### config.mk
export PLATFORM = sky130hd
export DESIGN_NAME = mem_ctrl
export DESIGN_NICKNAME = d
export VERILOG_FILES = /design/src/rtl/mem_ctrl.sv
export SDC_FILE = /design/constraint.sdc
export NUM_CORES = 1
export LEC_CHECK = 0
export ABC_AREA = 1
export CAP_MARGIN = 20
export CORE_ASPECT_RATIO = 2
export CORE_MARGIN = 2
export CORE_UTILIZATION = 48
export CTS_CLUSTER_DIAMETER = 80
export DETAILED_ROUTE_END_ITERATION = 10
export GPL_TIMING_DRIVEN = 1
export PLACE_DENSITY = 0.86
export SYNTH_ARGS = -nofsm -noshare
export SYNTH_HDL_FRONTEND = slang
export SYNTH_SLANG_ARGS = --single-unit
### constraint.sdc
create_clock -name clk -period 2.04 [get_ports clk]
set_input_delay 0.306 -clock clk [delete_from_list [all_inputs] [get_ports clk]]
set_output_delay 0.306 -clock clk [all_outputs]
set_load 0.05 [all_outputs]
### src/rtl/mem_ctrl.sv
// Load/store unit between a core request port and a word-wide memory bus.
// It handles sub-word byte lanes, misalignment errors and a bounded wait for mem_ack.
package selectPkg;
    typedef enum logic [2:0] {
        SB  = 3'd0,
        SH  = 3'd1,
        SW  = 3'd2,
        SBU = 3'd3,
        SHU = 3'd4
    } sel_type;
endpackage

module mem_ctrl
    import selectPkg::*;
#(
    parameter int REG_LEN = 32,
    parameter int TIMEOUT = 16
) (
    input  logic               clk,
    input  logic               rst_n,
    input  logic               req_valid,
    output logic               req_ready,
    input  logic               req_we,
    input  sel_type            req_sel,
    input  logic [REG_LEN-1:0] req_addr,
    input  logic [REG_LEN-1:0] req_wdata,
    output logic               resp_valid,
    output logic [REG_LEN-1:0] resp_rdata,
    output logic               resp_err,
    output logic               mem_req,
    output logic               mem_we,
    output logic [3:0]         mem_be,
    output logic [REG_LEN-1:0] mem_addr,
    output logic [REG_LEN-1:0] mem_wdata,
    input  logic [REG_LEN-1:0] mem_rdata,
    input  logic               mem_ack
);

    typedef enum logic [1:0] {
        IDLE = 2'd0,
        BUS  = 2'd1,
        RESP = 2'd2
    } state_t;

    state_t             r_state;
    state_t             w_next;
    logic               w_accept;
    logic               w_misaligned;
    logic               w_timeout;
    logic               w_resp_err;
    logic [REG_LEN-1:0] w_resp_rdata;
    logic [7:0]         r_cnt;
    logic               r_we;
    sel_type            r_sel;
    logic [1:0]         r_off;
    logic               r_resp_valid;
    logic               r_resp_err;
    logic [REG_LEN-1:0] r_resp_rdata;
    logic               r_mem_req;
    logic               r_mem_we;
    logic [3:0]         r_mem_be;
    logic [REG_LEN-1:0] r_mem_addr;
    logic [REG_LEN-1:0] r_mem_wdata;

    function automatic logic is_misaligned(input sel_type s, input logic [1:0] a);
        case (s)
            SB, SBU: is_misaligned = 1'b0;
            SH, SHU: is_misaligned = a[0];
            default: is_misaligned = (a != 2'b00);
        endcase
    endfunction

    function automatic logic [3:0] lane_mask(input sel_type s, input logic [1:0] a);
        case (s)
            SB, SBU: lane_mask = 4'b0001 << a;
            SH, SHU: lane_mask = 4'b0011 << a;
            default: lane_mask = 4'b1111;
        endcase
    endfunction

    function automatic logic [REG_LEN-1:0] store_data(input sel_type s, input logic [REG_LEN-1:0] d);
        case (s)
            SB, SBU: store_data = {(REG_LEN/8){d[7:0]}};
            SH, SHU: store_data = {(REG_LEN/16){d[15:0]}};
            default: store_data = d;
        endcase
    endfunction

    // Loads pick the addressed lane of the bus word, then sign- or zero-extend it.
    function automatic logic [REG_LEN-1:0] load_ext(input sel_type s, input logic [1:0] a,
                                                    input logic [REG_LEN-1:0] w);
        logic [7:0]  b;
        logic [15:0] h;
        b = w[{a, 3'b000} +: 8];
        h = w[{a[1], 4'b0000} +: 16];
        case (s)
            SB:      load_ext = {{(REG_LEN-8){b[7]}}, b};
            SBU:     load_ext = {{(REG_LEN-8){1'b0}}, b};
            SH:      load_ext = {{(REG_LEN-16){h[15]}}, h};
            SHU:     load_ext = {{(REG_LEN-16){1'b0}}, h};
            default: load_ext = w;
        endcase
    endfunction

    assign w_accept     = req_valid && (r_state == IDLE);
    assign w_misaligned = is_misaligned(req_sel, req_addr[1:0]);
    assign w_timeout    = (r_cnt == 8'(TIMEOUT - 1));

    // Next-state decode plus the response that is registered on entry to RESP.
    always_comb begin
        w_next       = r_state;
        w_resp_err   = 1'b0;
        w_resp_rdata = '0;
        case (r_state)
            IDLE: begin
                if (w_accept) begin
                    if (w_misaligned) begin
                        w_next     = RESP;
                        w_resp_err = 1'b1;
                    end else begin
                        w_next = BUS;
                    end
                end else begin
                    w_next = IDLE;
                end
            end
            BUS: begin
                if (mem_ack) begin
                    w_next = RESP;
                    if (r_we) begin
                        w_resp_rdata = '0;
                    end else begin
                        w_resp_rdata = load_ext(r_sel, r_off, mem_rdata);
                    end
                end else if (w_timeout) begin
                    w_next     = RESP;
                    w_resp_err = 1'b1;
                end else begin
                    w_next = BUS;
                end
            end
            RESP:    w_next = IDLE;
            default: w_next = IDLE;
        endcase
    end

    // State register.
    always_ff @(posedge clk or negedge rst_n) begin
        if (!rst_n) begin
            r_state <= IDLE;
        end else begin
            r_state <= w_next;
        end
    end

    // Request latch, bus drive and response registers.
    always_ff @(posedge clk or negedge rst_n) begin
        if (!rst_n) begin
            r_cnt        <= 8'd0;
            r_we         <= 1'b0;
            r_sel        <= SB;
            r_off        <= 2'b00;
            r_resp_valid <= 1'b0;
            r_resp_err   <= 1'b0;
            r_resp_rdata <= '0;
            r_mem_req    <= 1'b0;
            r_mem_we     <= 1'b0;
            r_mem_be     <= 4'b0000;
            r_mem_addr   <= '0;
            r_mem_wdata  <= '0;
        end else begin
            r_resp_valid <= (w_next == RESP);
            r_resp_err   <= w_resp_err;
            r_resp_rdata <= w_resp_rdata;
            if (w_accept && !w_misaligned) begin
                r_we        <= req_we;
                r_sel       <= req_sel;
                r_off       <= req_addr[1:0];
                r_cnt       <= 8'd0;
                r_mem_req   <= 1'b1;
                r_mem_we    <= req_we;
                r_mem_be    <= lane_mask(req_sel, req_addr[1:0]);
                r_mem_addr  <= {req_addr[REG_LEN-1:2], 2'b00};
                r_mem_wdata <= store_data(req_sel, req_wdata);
            end else if (r_state == BUS) begin
                if (w_next != BUS) begin
                    r_mem_req <= 1'b0;
                    r_mem_we  <= 1'b0;
                end else begin
                    r_cnt <= r_cnt + 8'd1;
                end
            end
        end
    end

    assign req_ready  = (r_state == IDLE);
    assign resp_valid = r_resp_valid;
    assign resp_err   = r_resp_err;
    assign resp_rdata = r_resp_rdata;
    assign mem_req    = r_mem_req;
    assign mem_we     = r_mem_we;
    assign mem_be     = r_mem_be;
    assign mem_addr   = r_mem_addr;
    assign mem_wdata  = r_mem_wdata;

endmodule

## Word level (Yosys, flattened, before mapping)

Cells that the tools add are included.

- Output and inout bits: 105
- Word-level logic and storage cells: 66
- Input port bits: 104
- Flip-flop bits (word level): 118

- Reduce and logical (&&, ||, !) cells: 13
- Shift operators: 4
- Equal/unequal tests: 11
- Add/sub/neg operators: 1
- Multiplexer cells: 24

Operators by type and width:

| cell | number |
|---|---|
| case mux 32 bit (4 select lines) | 1 |
| two-way mux 32 bit | 3 |
| case mux 32 bit (2 select lines) | 1 |
| variable part select 32 x 6 -> 16 bit | 1 |
| variable part select 32 x 6 -> 8 bit | 1 |
| two-way mux 8 bit | 3 |
| adder 8 x 1 -> 8 bit (second input constant) | 1 |
| == test 8 x 4 -> 1 bit (second input constant) | 1 |
| two-way mux 1 bit | 8 |
| two-way mux 2 bit | 4 |
| case mux 4 bit (2 select lines) | 1 |
| == test 3 x 1 -> 1 bit (second input constant) | 2 |
| == test 3 x 2 -> 1 bit (second input constant) | 2 |
| == test 3 bit (second input constant) | 2 |
| logical NOT 3 bit | 2 |
| nonzero test 2 bit | 3 |
| case mux 1 bit (2 select lines) | 2 |
| case mux 2 bit (2 select lines) | 1 |
| AND reduction 2 bit | 2 |
| OR reduction 2 bit | 2 |
| left shift 1 x 2 -> 4 bit (first input constant) | 1 |
| left shift 2 x 2 -> 4 bit (first input constant) | 1 |
| == test 2 x 1 -> 1 bit (second input constant) | 1 |
| == test 2 bit (second input constant) | 1 |
| 5 further kinds | 6 |

## Depth between registers and ports, before layout

- Depth in word-level cells: 10
- Gate-level depth with buffers: 10
- Gate-level depth less buffers: 9

## Worst setup path after synthesis

OpenSTA, ideal clock, no wires.

- Path type: register to register
- Start point: register r_state[1]
- End point: register r_mem_wdata[0], in the netlist mem_wdata[0]
- Setup slack: 62 ps
- Data arrival time: 1851 ps
- Stages on the path, launching flop included: 9
- Data required time: 1913 ps
- Library setup time: 127 ps
- Period minus slack after synthesis: 1978 ps
- Buffers on the path: 2
- Cells stage by stage: dfrtp_1 > nor2_1 > nand2_1 > inv_1 > nand3_2 > buf_6 > buf_4 > nand2_1 > o21ai_0

- Cells in the longest elaborated chain, start to end: 3

Ends and longest elaborated chain:

| what | RTL line | RTL |
|---|---|---|
| from (decl) | 45 | `state_t r_state;` |
| from (signal assigned) | 152 | `r_state <= w_next;` |
| logical NOT 2 bit | -- |  |
| via req_ready | 22 | `output logic req_ready,` |
| logical AND 1 bit | 105 | `assign w_accept = req_valid && (r_state == IDLE);` |
| logical AND 1 bit | 175 | `if (w_accept && !w_misaligned) begin` |
| to (signal assigned) | 184 | `r_mem_wdata <= store_data(req_sel, req_wdata);` |
| to (decl) | 63 | `logic [REG_LEN-1:0] r_mem_wdata;` |

The timed path passes the listed nets, and every way through them passes these cells.
A chain may end at the register's enable or synchronous reset.

## Worst setup path in the final report

- Start point: register r_mem_wdata[31], in the netlist mem_wdata[31]
- End point: output mem_wdata[31]

RTL lines:

| what | RTL line | RTL |
|---|---|---|
| to (decl) | 34 | `output logic [REG_LEN-1:0] mem_wdata,` |

No word-level cell between the ends.

==> results.sh <==
export IMPL_ys_types=26
export IMPL_fin_crit_sh=0.953
export IMPL_yosysTopAreaCell="dfrtp_1"
export IMPL_hold_viol=0
export IMPL_numCtsBuffers=17
export IMPL_p_leak_nw=4.37
export IMPL_io_buffers=206
export IMPL_synth_xor_area_frac=0.00469
export IMPL_root_buffer="clkbuf_16"
export IMPL_crit_chain="clkdlybuf4s50_1"
export IMPL_critPathArrivalTime_ns=1.64
export IMPL_clock_latency_ns=0.41
export IMPL_seq_area_frac_synth=0.527
export IMPL_synth_simple_area_share=0.339
export IMPL_max_freq_ghz=0.515
export IMPL_grt_setup_unrepaired="false"
export IMPL_vias_per_cell=5.13
export IMPL_path_delay_family="buffers and inverters"
export IMPL_pre_cts_ws_ns=0.0568
export IMPL_drc_errors=0
export IMPL_num_rows=55
export IMPL_end_kind="output port"
export IMPL_critPathLaunchType="register"
export IMPL_areaGrowthSynthToFinish_pct=51.7
export IMPL_die_h_um=157
export IMPL_finalPower_mw=13.4
export IMPL_power_density_mw_per_mm2=1570
export IMPL_finalSetupViolCount=0
export IMPL_worst_hold_slack_ns=0.318
export IMPL_grt_max_degree=61
export IMPL_start_util=0.493
export IMPL_clk_pin_slew_ns=0.06
export IMPL_min_path_type="input port to async pin"
export IMPL_slew_headroom=0.617
export IMPL_nets=1053
export IMPL_cts_buffer_depth=2
export IMPL_gp_congestion=0.926
export IMPL_utilization=0.748
export IMPL_wl_per_cell_um=15.7
export IMPL_drtIter0Drc=268
export IMPL_drv_cap=0
export IMPL_fin_crit_ns=1.94
export IMPL_synth_area_top_cells="dfrtp_1, nand2_1, nand3_1, nor2_1, inv_1"
export IMPL_grt_usage=0.286
export IMPL_worst_pin_slew_ns=0.572
export IMPL_n_antenna_cell=0
export IMPL_cts_htree_levels=4
export IMPL_dp_hpwl_mm=12.7
export IMPL_fin_skew_ns=0.00798
export IMPL_via_count=5658
export IMPL_synthAdderAreaFrac=0.00223
export IMPL_grt_pass1_vias=5750
export IMPL_ant_nets=0
export IMPL_ys_ff_latch=118
export IMPL_synth_top_family_by_area="simple AND/OR/NAND/NOR gates"
export IMPL_status="completed"
export IMPL_avgSynthCellArea_um2=7.63
export IMPL_synth_mux_area_frac=0
export IMPL_crit_buf_inv=1
export IMPL_grt_overflow=0
export IMPL_cts_tree="done"
export IMPL_worst_ep_required_time_ns=1.73
export IMPL_drv_slew=0
export IMPL_synth_compound_area_frac=0.0514
export IMPL_die_area_mm2=0.0126
export IMPL_final_cell_mix="nand2_1, clkdlybuf4s50_1, dfrtp_1"
export IMPL_path_max_fanout=2
export IMPL_io_pin_count=209
export IMPL_mostFrequentLayoutCell="nand2_1"
export IMPL_critPathMaxStageDelay_ns=0.83
export IMPL_grt_pass1_wl_mm=27.3
export IMPL_die_w_um=80.4
export IMPL_cpMaxStageDelayCell="clkdlybuf4s50_1"
export IMPL_antenna_found_initial=0
export IMPL_clkSinkCount=118
export IMPL_coreArea_mm2=0.0114
export IMPL_tns_ns=0
export IMPL_synth_area_mm2=0.00560
export IMPL_fin_ws_ns=0.0965
export IMPL_ir_drop_mv=1.16
export IMPL_drive_above_1_share=0.0687
export IMPL_dr_pass1_iters=5
export IMPL_worstSetupPathType="register to output port"
export IMPL_finalWirelength_mm=17.3
export IMPL_cts_resized=0
export IMPL_yosysWarningCount=0
export IMPL_netlist_instances=734
export IMPL_synth_top_area_frac=0.527
[final timing paths]
check,to,slack (ns),cells past startpoint,from
hold reg to reg,mem_addr[8],0.48,2,mem_addr[8]
hold / removal,mem_wdata[5],0.32,2,rst_n
setup reg to reg,resp_rdata[1],0.34,6,r_sel[0]
min in group clk,mem_addr[10],0.43,3,req_addr[10]
setup / recovery,mem_wdata[31],0.1,1,mem_wdata[31]
max in group asynchronous,resp_rdata[14],1.12,3,rst_n
[where the power goes]
part           switching [mW]  internal (mW)
sequential              0.484           3.09
clock                    1.07           2.21
combinational            4.43           2.07
[cell usage after synthesis]
master,instances
nor2_4,1
dfrtp_1,118
a21oi_1,22
nand3_2,5
ha_1,1
nand3b_1,4
a21oi_2,1
buf_6,6
o21ai_2,1
nand4_1,2
conb_1,1
nand2_1,338
nand2_2,2
xnor2_1,1
o21ai_0,28
buf_4,10
nor2_2,1
o21ai_1,4
clkbuf_1,6
inv_1,52
inv_2,3
nand3_1,58
clkinv_1,1
nor2_1,57
buf_2,9
xor2_1,2
[metrics by stage]
stage                     std cells  cell area [µm²]
after floorplan                 735             5600
after global placement         1070             7820
after detailed placement       1070             7820
after CTS                      1103             8490
after global routing           1103             8490
final                          1103             8490
[per-layer routing]
layer,part of all wire,global-route usage,vias up
met3,0.059,0.0629,81
met1,0.33,0.286,2604
met4,0.072,0.213,0
met2,0.54,0.503,284
li1,-,-,2689
met5,0,0,-
[cells by family (layout without fill, tap and decap cells)]
logic type                 count (synthesis)  count (layout)
DFF                                      118             118
AOI/OAI and AO/OA                         56              56
and+or+nand+nor                          468             468
xor gates and xnor gates                   3               3
buffers and inverters                     87             313
other                                      1               2
adders and majority gates                  1               1
[area by class of cell]
type	count	area, µm²
flip-flops and latches	118	2950
clock inverters	10	168
fillers	843	2860
clock buffers	22	494
well taps	142	178
multi-input cells	530	2240
repair buffers	225	2250
inverters	56	210
[sequential cells by signal, summed over array words and instances (netlist names), 2 cells and up]
signal and count:
r_sel 3, mem_be 4, r_state 2, mem_addr 30
resp_rdata 32, r_off 2, mem_wdata 32, r_cnt 8
[timing repair]
item / 4_1_cts / 5_1_grt
setup buffers: 0 / 0
hold buffers: 1 / 0
hold endpoints to repair: 17 / 0
setup endpoints to repair: 0 / 0
Note: power is estimated with default switching activity, not from simulation.
==> patch: new RTL, same settings <==
`REG_LEN`: 32 -> 64.
--- a/src/rtl/mem_ctrl.sv
+++ b/src/rtl/mem_ctrl.sv
@@ -14,5 +14,5 @@
     import selectPkg::*;
 #(
-    parameter int REG_LEN = 32,
+    parameter int REG_LEN = 64,
     parameter int TIMEOUT = 16
 ) (
Ports: changed (6 resized); port bits go from 209 to 401. No check against the original RTL was run, so the function may have changed too.
==> patch against the original RTL <==
Combinational power increased by 74%; total power is 63% higher; worst hold slack lost 86 ps; synthesized cell count rose by 60%; synthesized area increased by 67%; clock power grew 23%; critical path type unchanged; utilization increased by 0.90 points; routed wire length rose by 81%; register-to-register slack lost 170 ps; global-route usage is 1.3 points higher; cell area rose by 71%; sequential cell count is 96 higher; setup slack got worse by 74 ps.
==> patch: results (changes against the original RTL) <==
Met3 Resource Use GR: 0.0656 (was 0.0629)
Mean area per synthesized cell: 7.93 sq um (was 7.63 sq um)
GR Layer Usage met2: 0.518 (was 0.503)
DR pass1 iterations: 7 (was 5)
HPWL after detailed placement: 22,900 um (was 12,700 um)
Inserted Clock Buffers: 20 (was 17)
WP data arrival: 1710 ps (was 1640 ps)
Via density: 5.03 (was 5.13)
Peak VDD IR: 0.00110 V (was 0.00116 V)
R2R Setup Slk: 170 ps (was 340 ps)
Skew final: 21.8 ps (was 7.98 ps)
DP Area: 13,800 sq um (was 7820 sq um)
Fillers: 1,350 (was 843)
#FFs+latches synth: 214 (was 118)
Routed via count: 9,283 (was 5,658)
Seq area share: 0.369 (was 0.348)
R2r startpoint: r_off[1] (was r_sel[0])
Routed len/inst: 16.9 um (was 15.7 um)
Register area: 5360 sq um (was 2950 sq um)
Layout non-clock buf frac: 0.306 (was 0.265)
# H-tree levels: 1 (was 4)
Worst-case reg-to-reg path depth: 8 (was 6)
Footprint of the multi-input gates: 3480 sq um (was 2240 sq um)
Die width: 103 um (was 80.4 um)
Clk tree area frac: 0.0488 (was 0.0779)
Global routing usage on met1: 0.324 (was 0.286)
PortBufs: 398 (was 206)
Run status: completed (unchanged)
Pre-CTS setup slack: -25.6 ps (was 56.8 ps)
CP peak stage delay: 850 ps (was 830 ps)
First-pass GRT wire length: 48,100 um (was 27,300 um)
Number of global-route vias before repair: 9,365 (was 5,750)
Diode count: 3 (was 0)
R2R Path End: resp_rdata[28] (was resp_rdata[1])
Synthesized-area fraction occupied by adder cells: 0.00134 (was 0.00223)
Non-clock buffers: 431 (was 225)
Leakage: 7.79 nW (was 4.37 nW)
Worst-Margin Slew: 600 ps (was 572 ps)
Dpl cells: 1,806 (was 1,070)
Xor and xnor fraction of the mapped netlist area: 0.00376 (was 0.00469)
Top cells by area, synth: dfrtp_1 (57%), nand2_1 (23%), nor2_1 (4.7%), nand3_1 (4.3%), o21ai_0 (2.4%) (was dfrtp_1 (53%), nand2_1 (23%), nand3_1 (5.2%), nor2_1 (3.8%), inv_1 (3.5%))
Share of post-route cells with drive strength above 1: 0.0518 (was 0.0687)
Routability Congestion: 0.923 (was 0.926)
Met3 Routed Length: 2500 um (was 1030 um)
Gr usage total: 0.299 (was 0.286)
Clock latency on the worst-skew pair: 510 ps (was 410 ps)
Synth Area in Compound Gates: 0.0387 (was 0.0514)
Worst hold margin: 232 ps (was 318 ps)
# resized after CTS: 35 (was 0)
1st-iter DRT viols: 445 (was 268)
Metal-1 WL: 10,600 um (was 5720 um)
==> patch: cell types whose count changed after synthesis, moves of 3 or more <==
cell and delta:
nand2_1 +223, nor2_1 +60, clkbuf_1 +20, buf_2 +14
o21ai_1 -3, dfrtp_1 +96, o21ai_0 +17, buf_4 -3
buf_6 -3, nand3_2 -4, nand3_1 +22
==> patch: power breakdown <==
part	switching, mW	leakage (nW)	internal, mW	total, mW
registers	0.840	2.77	5.61	6.45
clock network	1.66	0.344	2.38	4.04
logic	7.93	4.67	3.40	11.3
==> patch: worst max path at each step <==
stage | from | depth (start not counted) | slack, ps | end
after global placement | req_sel[1] | 9 | 3 | mem_wdata[43]
after floorplan | r_state[1] | 9 | 30 | mem_addr[59]
final | mem_wdata[25] | 1 | 20 | mem_wdata[25]
after CTS | mem_addr[12] | 1 | 0.7 | mem_addr[12]
after global routing | mem_addr[4] | 1 | -0.4 | mem_addr[4]
after detailed placement | req_sel[1] | 9 | -30 | mem_wdata[43]
